<file path="src/rtl/keypad_scanner.sv">
// keypad_scanner
//   Scans a 4x4 matrix keypad. One column at a time is driven low and the
//   active-low rows are sampled. A press is accepted after DEBOUNCE_SCANS
//   matching ticks, which produces a one-cycle key event. The accepted digit
//   is shifted into a 32-bit entry register that drives the seven-segment
//   display driver's value input.
//
//   Optional feature: define KEYPAD_AUTOREPEAT_EN to re-issue the held key
//   every REPEAT_TICKS ticks. Without it, each press gives exactly one event,
//   and neither REPEAT_TICKS nor a repeat counter exists.
//
// Parameters
//   SCAN_DIV       clk cycles per column dwell. The last cycle of a dwell is a "tick".
//   DEBOUNCE_SCANS consecutive ticks needed to accept a press or a release (>=1)
//   REPEAT_TICKS   ticks between auto-repeat events (KEYPAD_AUTOREPEAT_EN only)
//
// Ports
//   clk        system clock
//   rst_n      asynchronous active-low reset
//   row[3:0]   keypad rows, active-low, asynchronous to clk
//   col[3:0]   keypad columns, one-hot active-low
//   clear      synchronous clear of value
//   key_valid  one-cycle pulse per accepted key event
//   key_code   code {row, col} of the last accepted key
//   value      digit entry register, newest digit in [3:0]
module keypad_scanner #(
   parameter int SCAN_DIV       = 16384,
   parameter int DEBOUNCE_SCANS = 4
`ifdef KEYPAD_AUTOREPEAT_EN
   ,
   parameter int REPEAT_TICKS   = 32
`endif
) (
   input  logic        clk,
   input  logic        rst_n,
   input  logic [3:0]  row,
   output logic [3:0]  col,
   input  logic        clear,
   output logic        key_valid,
   output logic [3:0]  key_code,
   output logic [31:0] value
);

   localparam int DIV_W = (SCAN_DIV > 1) ? $clog2(SCAN_DIV) : 1;
   localparam int CNT_W = $clog2(DEBOUNCE_SCANS + 1);
   localparam logic [DIV_W-1:0] DIV_LAST = DIV_W'(SCAN_DIV - 1);
   localparam logic [CNT_W-1:0] CNT_LAST = CNT_W'(DEBOUNCE_SCANS - 1);
`ifdef KEYPAD_AUTOREPEAT_EN
   localparam int RPT_W = (REPEAT_TICKS > 1) ? $clog2(REPEAT_TICKS) : 1;
   localparam logic [RPT_W-1:0] RPT_LAST = RPT_W'(REPEAT_TICKS - 1);
`endif

   typedef enum logic [1:0] {SCAN, DEBOUNCE, HELD} state_t;

   state_t           state;
   logic [3:0]       row_meta;
   logic [3:0]       row_s;
   logic [DIV_W-1:0] div;
   logic [1:0]       c;
   logic [1:0]       r;
   logic [CNT_W-1:0] cnt;       // press count in DEBOUNCE, release count in HELD
`ifdef KEYPAD_AUTOREPEAT_EN
   logic [RPT_W-1:0] rpt;
`endif
   logic             tick;
   logic             any_low;
   logic             accept;
   logic [3:0]       acc_code;

   // When several rows are low at once, the lowest-numbered row wins.
   function automatic logic [1:0] lowest_row(input logic [3:0] rows);
      if (!rows[0])      return 2'd0;
      else if (!rows[1]) return 2'd1;
      else if (!rows[2]) return 2'd2;
      else               return 2'd3;
   endfunction

   assign tick    = (div == DIV_LAST);
   assign any_low = ~&row_s;
   assign col     = ~(4'b0001 << c);

   // An accept happens on a tick. Its result (event pulse, shift) becomes visible in the next cycle.
   always_comb begin
      accept   = 1'b0;
      acc_code = {r, c};
      if (tick) begin
         case (state)
            SCAN: begin
               // With single-tick debounce, the detection tick is also the accepting tick.
               if (any_low && DEBOUNCE_SCANS == 1) begin
                  accept   = 1'b1;
                  acc_code = {lowest_row(row_s), c};
               end
            end
            DEBOUNCE: begin
               if (!row_s[r] && cnt == CNT_LAST) accept = 1'b1;
            end
            HELD: begin
`ifdef KEYPAD_AUTOREPEAT_EN
               if (!row_s[r] && rpt == RPT_LAST) accept = 1'b1;
`endif
            end
            default: ;
         endcase
      end
   end

   always_ff @(posedge clk or negedge rst_n) begin
      if (!rst_n) begin
         row_meta  <= 4'hF;
         row_s     <= 4'hF;
         div       <= '0;
         state     <= SCAN;
         c         <= 2'd0;
         r         <= 2'd0;
         cnt       <= '0;
         key_valid <= 1'b0;
         key_code  <= 4'h0;
         value     <= 32'h0;
`ifdef KEYPAD_AUTOREPEAT_EN
         rpt       <= '0;
`endif
      end else begin
         // stage: two-flop synchronizer for the asynchronous rows
         row_meta <= row;
         row_s    <= row_meta;

         div       <= tick ? '0 : div + 1'b1;
         key_valid <= accept;
         if (accept) key_code <= acc_code;

         // A clear in the same cycle as an accept leaves only the new digit.
         if (accept)     value <= {(clear ? 28'h0 : value[27:0]), acc_code};
         else if (clear) value <= 32'h0;

         if (tick) begin
            case (state)
               SCAN: begin
                  if (any_low) begin
                     r <= lowest_row(row_s);
                     if (DEBOUNCE_SCANS == 1) begin
                        state <= HELD;
                        cnt   <= '0;
                     end else begin
                        state <= DEBOUNCE;
                        cnt   <= CNT_W'(1);
                     end
                  end else begin
                     c <= c + 2'd1;
                  end
               end
               DEBOUNCE: begin
                  if (!row_s[r]) begin
                     if (cnt == CNT_LAST) begin
                        state <= HELD;
                        cnt   <= '0;
                     end else begin
                        cnt <= cnt + 1'b1;
                     end
                  end else begin
                     state <= SCAN;
                     cnt   <= '0;
                     c     <= c + 2'd1;
                  end
               end
               HELD: begin
                  // Release requires all rows high, so other keys in the column keep us here.
                  if (any_low) begin
                     cnt <= '0;
                  end else if (cnt == CNT_LAST) begin
                     state <= SCAN;
                     cnt   <= '0;
                     c     <= c + 2'd1;
                  end else begin
                     cnt <= cnt + 1'b1;
                  end
               end
               default: state <= SCAN;
            endcase
`ifdef KEYPAD_AUTOREPEAT_EN
            // Kept at zero outside HELD, so entering HELD starts a fresh repeat interval.
            if (state != HELD || row_s[r] || rpt == RPT_LAST) rpt <= '0;
            else                                              rpt <= rpt + 1'b1;
`endif
         end
      end
   end

endmodule
</file>
<file path="config.mk">
export PLATFORM = sky130hd
export DESIGN_NAME = keypad_scanner
export DESIGN_NICKNAME = d
export VERILOG_FILES = /design/src/rtl/keypad_scanner.sv
export SDC_FILE = /design/constraint.sdc
export NUM_CORES = 1
export LEC_CHECK = 0
export ABC_CLOCK_PERIOD_IN_PS = 2190
export CORE_ASPECT_RATIO = 1.5
export CORE_UTILIZATION = 30
export CTS_BUF_LIST = sky130_fd_sc_hd__clkbuf_4
export DETAILED_ROUTE_END_ITERATION = 12
export GPL_ROUTABILITY_DRIVEN = 0
export GPL_TIMING_DRIVEN = 0
export SYNTH_ARGS = -nofsm -noshare
export SYNTH_HDL_FRONTEND = slang
export SYNTH_SLANG_ARGS = --single-unit
export TNS_END_PERCENT = 50
</file>
<file path="constraint.sdc">
create_clock -name clk -period 2.19 [get_ports clk]
set_input_delay 0.219 -clock clk [delete_from_list [all_inputs] [get_ports clk]]
set_output_delay 0.219 -clock clk [all_outputs]
set_load 0.005 [all_outputs]
</file>
==> qor.yml, run 1 <==
sta:
  max_freq_mhz: 473
  slew_headroom: 0.424
  fin_skew_ns: 0.0167
  period_needed_ns: 2.11
  hold_ws_ns: 0.195
  tightest_slew_ns: 0.864
  maxSlewViolCount: 0
  setup_violations: 0
  finalHoldViolations: 0
  fin_crit_sh: 0.966
final_layout:
  num_antenna_cells: 0
  fin_area_mm2: 0.00394
  nNetsFinal: 331
  area_growth_pct: 26.2
  layout-drive-gt1-share: 0.122
global_routing:
  antenna_found_initial: 0
  grt_pass1_vias: 2212
  grt_overflow: 0
  grt_max_degree: 69
  grt_use_total: 0.128
  grt_pass1_wl_um: 10600
clock_tree:
  cts.sinks: 68
  clk_pin_slew_ns: 0.11
  cts_max_path_buffers: 2
  root_buffer: "clkbuf_4"
  cts_tree: "built"
  cts-htree-levels: 3
  cts_buffers: 9
  insertion_delay_ns: 0.43
min_path:
  hold_path.class: "in -> reg"
  holdCritStartpoint: "row[2]"
  hold_end: "row_meta[2]"
  whs_path_depth: 1
die:
  pin_count: 48
  die_w_um: 85.2
  die_area_mm2: 0.0108
  rows: 45
  die_h_um: 127
  core-area_mm2: 0.0101
  initial_core_util: 0.308
setup_path:
  cp.required_ns: 2.50
  cp_max_fo: 5
  critPathKind: "reg -> reg"
  arrival_ns: 2.43
  slowest_delay_ns: 0.58
  reg2reg_from: "div[0]"
  rr_worst_depth: 6
  critPathCaptureType: "register"
  crit_path_start_kind: "register"
  worstPathCellList: "ha_2 > nand3_2 > or4_4 > nor3_4 > buf_6 > mux2_1"
  reg2reg_slack_ns: 0.08
  timing.rr.end: "key_code[2]"
  crit_slowest_cell: "or4_4"
placed_design:
  placed_area_mm2: 0.00373
  dp_hpwl_um: 4500
  port-buffer-count: 47
logic_synthesis:
  ys_ff_latch: 68
  synth_top_area_share: 0.482
  synthesis.nets: 270
  synth_area_leaders: "dfrtp_1 (48%), mux2i_1 (10%), nand2b_1 (6.8%)"
  ys_warn_count: 0
  syn-cell-area_mm2: 0.00312
  yosysTopAreaCell: "dfrtp_1"
  syn_area_per_cell_um2: 12.3
  yosysSeqAreaShare: 0.549
  synth_ff_type: "dfrtp_1"
  async_reset_ff_frac: 1.00
  synthCells: 253
  synth_cell_types: 38
  synth_edf_count: 0
job:
  cap_violations: 0
drt:
  avgRoutedWirePerCell_um: 14.4
  vias_per_cell: 4.84
  drt-total-wl_um: 6290
  first_pass_iters: 4
  vias: 2111
  drt-initial-drc-count: 66
  post-route-drc-count: 0
  ant_nets: 0
pwr:
  power_density_mw_per_mm2: 579
  vdd_ir_drop_max_uv: 206
  leakage_uw: 0.00168
status:
  status: "completed"
## routing by layer
metal  wire (um)  GRT usage  up-vias
met5           0          0        -
met4         172     0.0808        0
met1        2560      0.135     1039
met2        3320      0.227       61
li1            -          -      996
met3         236     0.0319       15
## worst max path at each step
stage | slack, ns | start | endpoint
2_1_floorplan | 0.22 | div[0] | key_code[0]
3_3_place_gp | -1.38 | rst_n | div[10]
3_5_place_dp | 0.05 | div[0] | key_code[2]
4_1_cts | 0.03 | div[0] | key_code[2]
5_1_grt | -0.003 | div[0] | key_code[2]
6_report | 0.08 | div[0] | key_code[2]
## synth_stat cells, types with 2 or more instances
library cell and instances:
nand4_1 6, nand2_1 7, nand3_1 6, and2_1 3, o21ai_0 5, and3_1 4
xnor2_1 5, mux2i_1 32, inv_1 12, nor2_1 9, and4_1 4, o2bb2ai_1 2
nor2b_1 2, nand2b_1 34, buf_12 3, o2111ai_1 2, a22o_1 5, clkbuf_1 5
dfrtp_1 60, a21oi_1 4, ha_1 10, xor2_1 7, mux2_1 4, dfstp_2 8
## final cells by class
type / instances / area (um2)
timing repair buffer: 50 / 490
clock buffer: 10 / 75.1
fill: 998 / 6200
inverter: 12 / 45.0
buffer: 10 / 95.1
tap: 117 / 146
sequential: 68 / 1710
clock inverter: 6 / 88.8
multi-input combinational: 163 / 1280
## registers in the layout, summed over array words and instances, names as in the netlist
name       cells
row_s          4
key_valid      1
key_code       4
row_meta       4
div           14
cnt            3
state          2
c              2
r              2
value         32
## cells in the final DEF, fill, tap and decap left out, types with 5 or more instances in the layout
cell | netlist | final
a22o_1 | 5 | 5
clkbuf_1 | 5 | 5
clkbuf_4 | 0 | 10
clkdlybuf4s50_1 | 0 | 46
dfrtp_1 | 60 | 60
dfstp_2 | 8 | 8
ha_1 | 10 | 9
inv_1 | 12 | 12
mux2i_1 | 32 | 32
nand2_1 | 7 | 7
nand2b_1 | 34 | 34
nand3_1 | 6 | 6
nand4_1 | 6 | 6
nor2_1 | 9 | 9
o21ai_0 | 5 | 5
xnor2_1 | 5 | 5
xor2_1 | 7 | 7
## metrics by stage
stage	std cells	setup WS, ns	utilization	setup TNS, ns	total power [uW]
4_1_cts	434	0.0276	0.385	0	2320
3_3_place_gp	417	-1.38	0.369	-87.34	1360
2_1_floorplan	253	0.215	-	0	1310
6_report	436	0.0755	0.388	0	2280
3_5_place_dp	417	0.0538	0.368	0	1360
5_1_grt	436	-0.00310	0.388	-0.00310	2380
## critical path, delay by kind of cell (launching register included)
kind | cells | cell delay, ns
fa+ha+maj | 1 | 0.23
buf+inv | 1 | 0.17
flops | 1 | 0.41
mux | 1 | 0.32
simple gates | 3 | 0.86
## report_power, final
part	switching (uW)	total, uW	internal [uW]
Sequential	4.71	1270	1270
Combinational	38.2	60.1	21.9
Clock	469	944	475
## repair_timing
action / CTS / global route
hold endpoints to repair: 60 / 0
resized for setup: 0 / 3
hold buffers: 1 / 0
buffers inserted: 0 / 1
endpoints found under the setup margin: 0 / 16
## cell families after synthesis
| group | Yosys count | share of synthesized area |
|---|---|---|
| muxes | 37 | 0.121 |
| DFF | 68 | 0.549 |
| buffers and inverters | 22 | 0.0449 |
| and+or+nand+nor | 80 | 0.156 |
| adders and majority gates | 10 | 0.0401 |
| AOI/OAI and AO/OA | 24 | 0.0550 |
| xor gates and xnor gates | 12 | 0.0337 |
Power figures use the tool's default switching activity.
==> run 2: changes to the inputs <==
--- a/config.mk
+++ b/config.mk
@@ -12,6 +12,8 @@
 export DETAILED_ROUTE_END_ITERATION = 12
 export GPL_ROUTABILITY_DRIVEN = 0
 export GPL_TIMING_DRIVEN = 0
+export SKIP_LAST_GASP = 1
+export SLEW_MARGIN = 0
 export SYNTH_ARGS = -nofsm -noshare
 export SYNTH_HDL_FRONTEND = slang
 export SYNTH_SLANG_ARGS = --single-unit
==> results of run 2 <==
Same layout as run 1: the final DEF is identical, and so are final timing and power.
==> run 3: changes to the inputs <==
--- a/config.mk
+++ b/config.mk
@@ -5,6 +5,7 @@
 export SDC_FILE = /design/constraint.sdc
 export NUM_CORES = 1
 export LEC_CHECK = 0
+export ABC_AREA = 1
 export ABC_CLOCK_PERIOD_IN_PS = 2190
 export CORE_ASPECT_RATIO = 1.5
 export CORE_UTILIZATION = 30
==> qor.yml, run 3 <==
status:
  status: "completed"
pwr:
  switching_share: 0.231
  p_comb_frac: 0.028
  internal_power_uw: 1740
  p_sw_uw: 525
  power.share.clock: 0.411
  pwr-share-seq: 0.561
  vdd_ir_drop_max_uv: 245
  power_density_mw_per_mm2: 584
  leakage_uw: 0.00200
logic_synthesis:
  synth_common_cells: "nand2_1 (101), nand3_1 (73), dfrtp_1 (60)"
  synth_edf_count: 0
  synth_ff_type: "dfrtp_1"
  ys_warn_count: 0
  syn_area_per_cell_um2: 8.81
  ys_ff_latch: 68
  yosysTopAreaCell: "dfrtp_1"
  async_reset_ff_frac: 1.00
  yosysMostFrequentCell: "nand2_1"
  synth_cell_types: 27
  yosysSeqAreaShare: 0.552
  syn-cell-area_mm2: 0.00310
  synthesis.nets: 369
  synth_area_leaders: "dfrtp_1 (48%), nand2_1 (12%), nand3_1 (12%)"
  synthCells: 352
  synth_top_area_share: 0.484
sta:
  max_freq_mhz: 520
  setup_violations: 0
  fin_setup_tns_ns: 0
  slew_headroom: 0.429
  fin_skew_ns: 0.0149
  rsz0062_at_grt: "false"
  setup_ws_ns: 0.267
  tightest_slew_ns: 0.857
  period_needed_ns: 1.92
  finalHoldViolations: 0
  maxSlewViolCount: 0
  hold_ws_ns: 0.198
  fin_crit_sh: 0.878
setup_path:
  crit_slowest_cell: "clkdlybuf4s50_1"
  critPathCaptureType: "output port"
  critPathLaunch: "c[0]"
  cp_max_fo: 5
  worstPathCellList: "inv_1 > ha_1 > inv_1 > clkdlybuf4s50_1"
  slowest_delay_ns: 0.48
  reg2reg_from: "div[0]"
  critPathKind: "reg -> out"
  crit_path_frequent_cell: "inv_1"
  cp.required_ns: 1.97
  crit_path_start_kind: "register"
  arrival_ns: 1.70
min_path:
  hold_path.class: "in -> reg"
  holdCritStartpoint: "row[3]"
final_layout:
  final_cell_mix: "nand2_1 (101), nand3_1 (73), dfrtp_1 (60)"
  fillers: 1026
  num_antenna_cells: 0
  top_regs: "value x32, div x14"
  layout-drive-gt1-share: 0.108
  regMostFlops: "value"
  fin_area_mm2: 0.00388
  largest_register_ffs: 32
  layout_commonest_cell: "nand2_1"
  final_cells: 533
  area_growth_pct: 25.3
  nNetsFinal: 428
clock_tree:
  cts.sinks: 68
  insertion_delay_ns: 0.43
  root_buffer: "clkbuf_4"
  clk_pin_slew_ns: 0.11
  cts_tree: "built"
  cts-htree-levels: 3
  post_cts_buffers: 0
  cts_max_path_buffers: 2
  cts_buffers: 9
drt:
  vias: 2458
  avgRoutedWirePerCell_um: 12.2
  vias_per_cell: 4.61
  drt-initial-drc-count: 60
  drt-total-wl_um: 6480
  first_pass_iters: 4
  post-route-drc-count: 0
  ant_nets: 0
die:
  die_area_mm2: 0.0108
  die_h_um: 127
  initial_core_util: 0.308
  die_w_um: 85.0
  core-area_mm2: 0.0101
  rows: 45
  pin_count: 48
global_routing:
  grt_max_degree: 69
  grt_pass1_wl_um: 11600
  antenna_found_initial: 0
  grt_pass1_vias: 2518
  grt_overflow: 0
  grt_use_total: 0.137
placed_design:
  port-buffer-count: 47
  placed_cells: 516
  place_ws_ns: 0.378
  placed_area_mm2: 0.00371
  dp_hpwl_um: 4800
job:
  cap_violations: 0
## run 3: cell types whose count changed in the layout (fill, tap and decap cells not counted), sizes merged, moves of 4 or more
cell	delta
buf	+5
nand2b	-34
nand3	+67
and4	-4
nor2	+14
inv	+23
clkbuf	-6
mux2i	-32
and3	-4
a22o	-5
nand2	+97
xnor2	-5
nand4	-5
mux2	-5
## run 3: area by class of cell
class                      instances  area (um2)  area share
sequential                        68        1710       0.441
multi-input combinational        236        1180       0.303
timing repair buffer              48         478       0.123
tap                              117         146      0.0377
inverter                          36         135      0.0348
clock inverter                     7        91.3      0.0235
buffer                            12        75.1      0.0193
clock buffer                       9        67.6      0.0174
## run 3: per-stage QoR
| stage | power [uW] | utilization |
|---|---|---|
| after floorplan | 1320 | - |
| after global placement | 1360 | 0.369 |
| after detailed placement | 1360 | 0.369 |
| after CTS | 2300 | 0.385 |
| after global routing | 2360 | 0.385 |
| final | 2270 | 0.385 |
## run 3: cell families (layout without fill, tap and decap cells)
family / Yosys count / count (layout) / share of synthesized area
AOI/OAI and AO/OA: 12 / 12 / 0.0198
xor gates and xnor gates: 4 / 4 / 0.0113
adders and majority gates: 10 / 10 / 0.0404
and+or+nand+nor: 210 / 210 / 0.309
DFF: 68 / 68 / 0.552
buffers and inverters: 48 / 112 / 0.0678
## run 3: per-layer routing
layer  share of wire  routed length, um  vias up  global-route usage
met5               0                  0        -                   0
met2            0.52               3370       54               0.246
li1                -                  -     1245                   -
met4           0.013                 82        0              0.0608
met1            0.43               2760     1154               0.150
met3           0.041                269        5              0.0377
## run 3: worst max-delay path, delay by kind of cell, from the launching register on
| kind | cells | cell delay, ns |
|---|---|---|
| buffers and inverters | 3 | 0.63 |
| adder cells (fa/ha/maj) | 1 | 0.22 |
| flip-flops | 1 | 0.43 |
## run 3: repair_timing
item	4_1_cts	5_1_grt
hold buffers	1	0
resized for setup	0	0
endpoints found under the hold margin	60	0
## run 3: final timing paths
| check | endpoint | slack [ns] | cells past startpoint |
|---|---|---|---|
| worst max-delay path | col[2] | 0.27 | 4 |
| worst min-delay path | row_meta[3] | 0.20 | 1 |
| worst max register to register | r[1] | 0.40 | 8 |
| worst min register to register | row_s[3] | 0.36 | 0 |
| max in group asynchronous | r[1] | 1.19 | 2 |
| min in group asynchronous | value[16] | 0.43 | 2 |
## run 3: power by group through the flow
stage / Sequential, uW / Combinational [uW] / Clock, uW
2_1_floorplan: 1300 / 22.0 / 0
3_3_place_gp: 1300 / 65.6 / 0
3_5_place_dp: 1300 / 65.9 / 0
4_1_cts: 1270 / 67.6 / 960
5_1_grt: 1270 / 75.1 / 1010
6_report: 1270 / 64.2 / 932
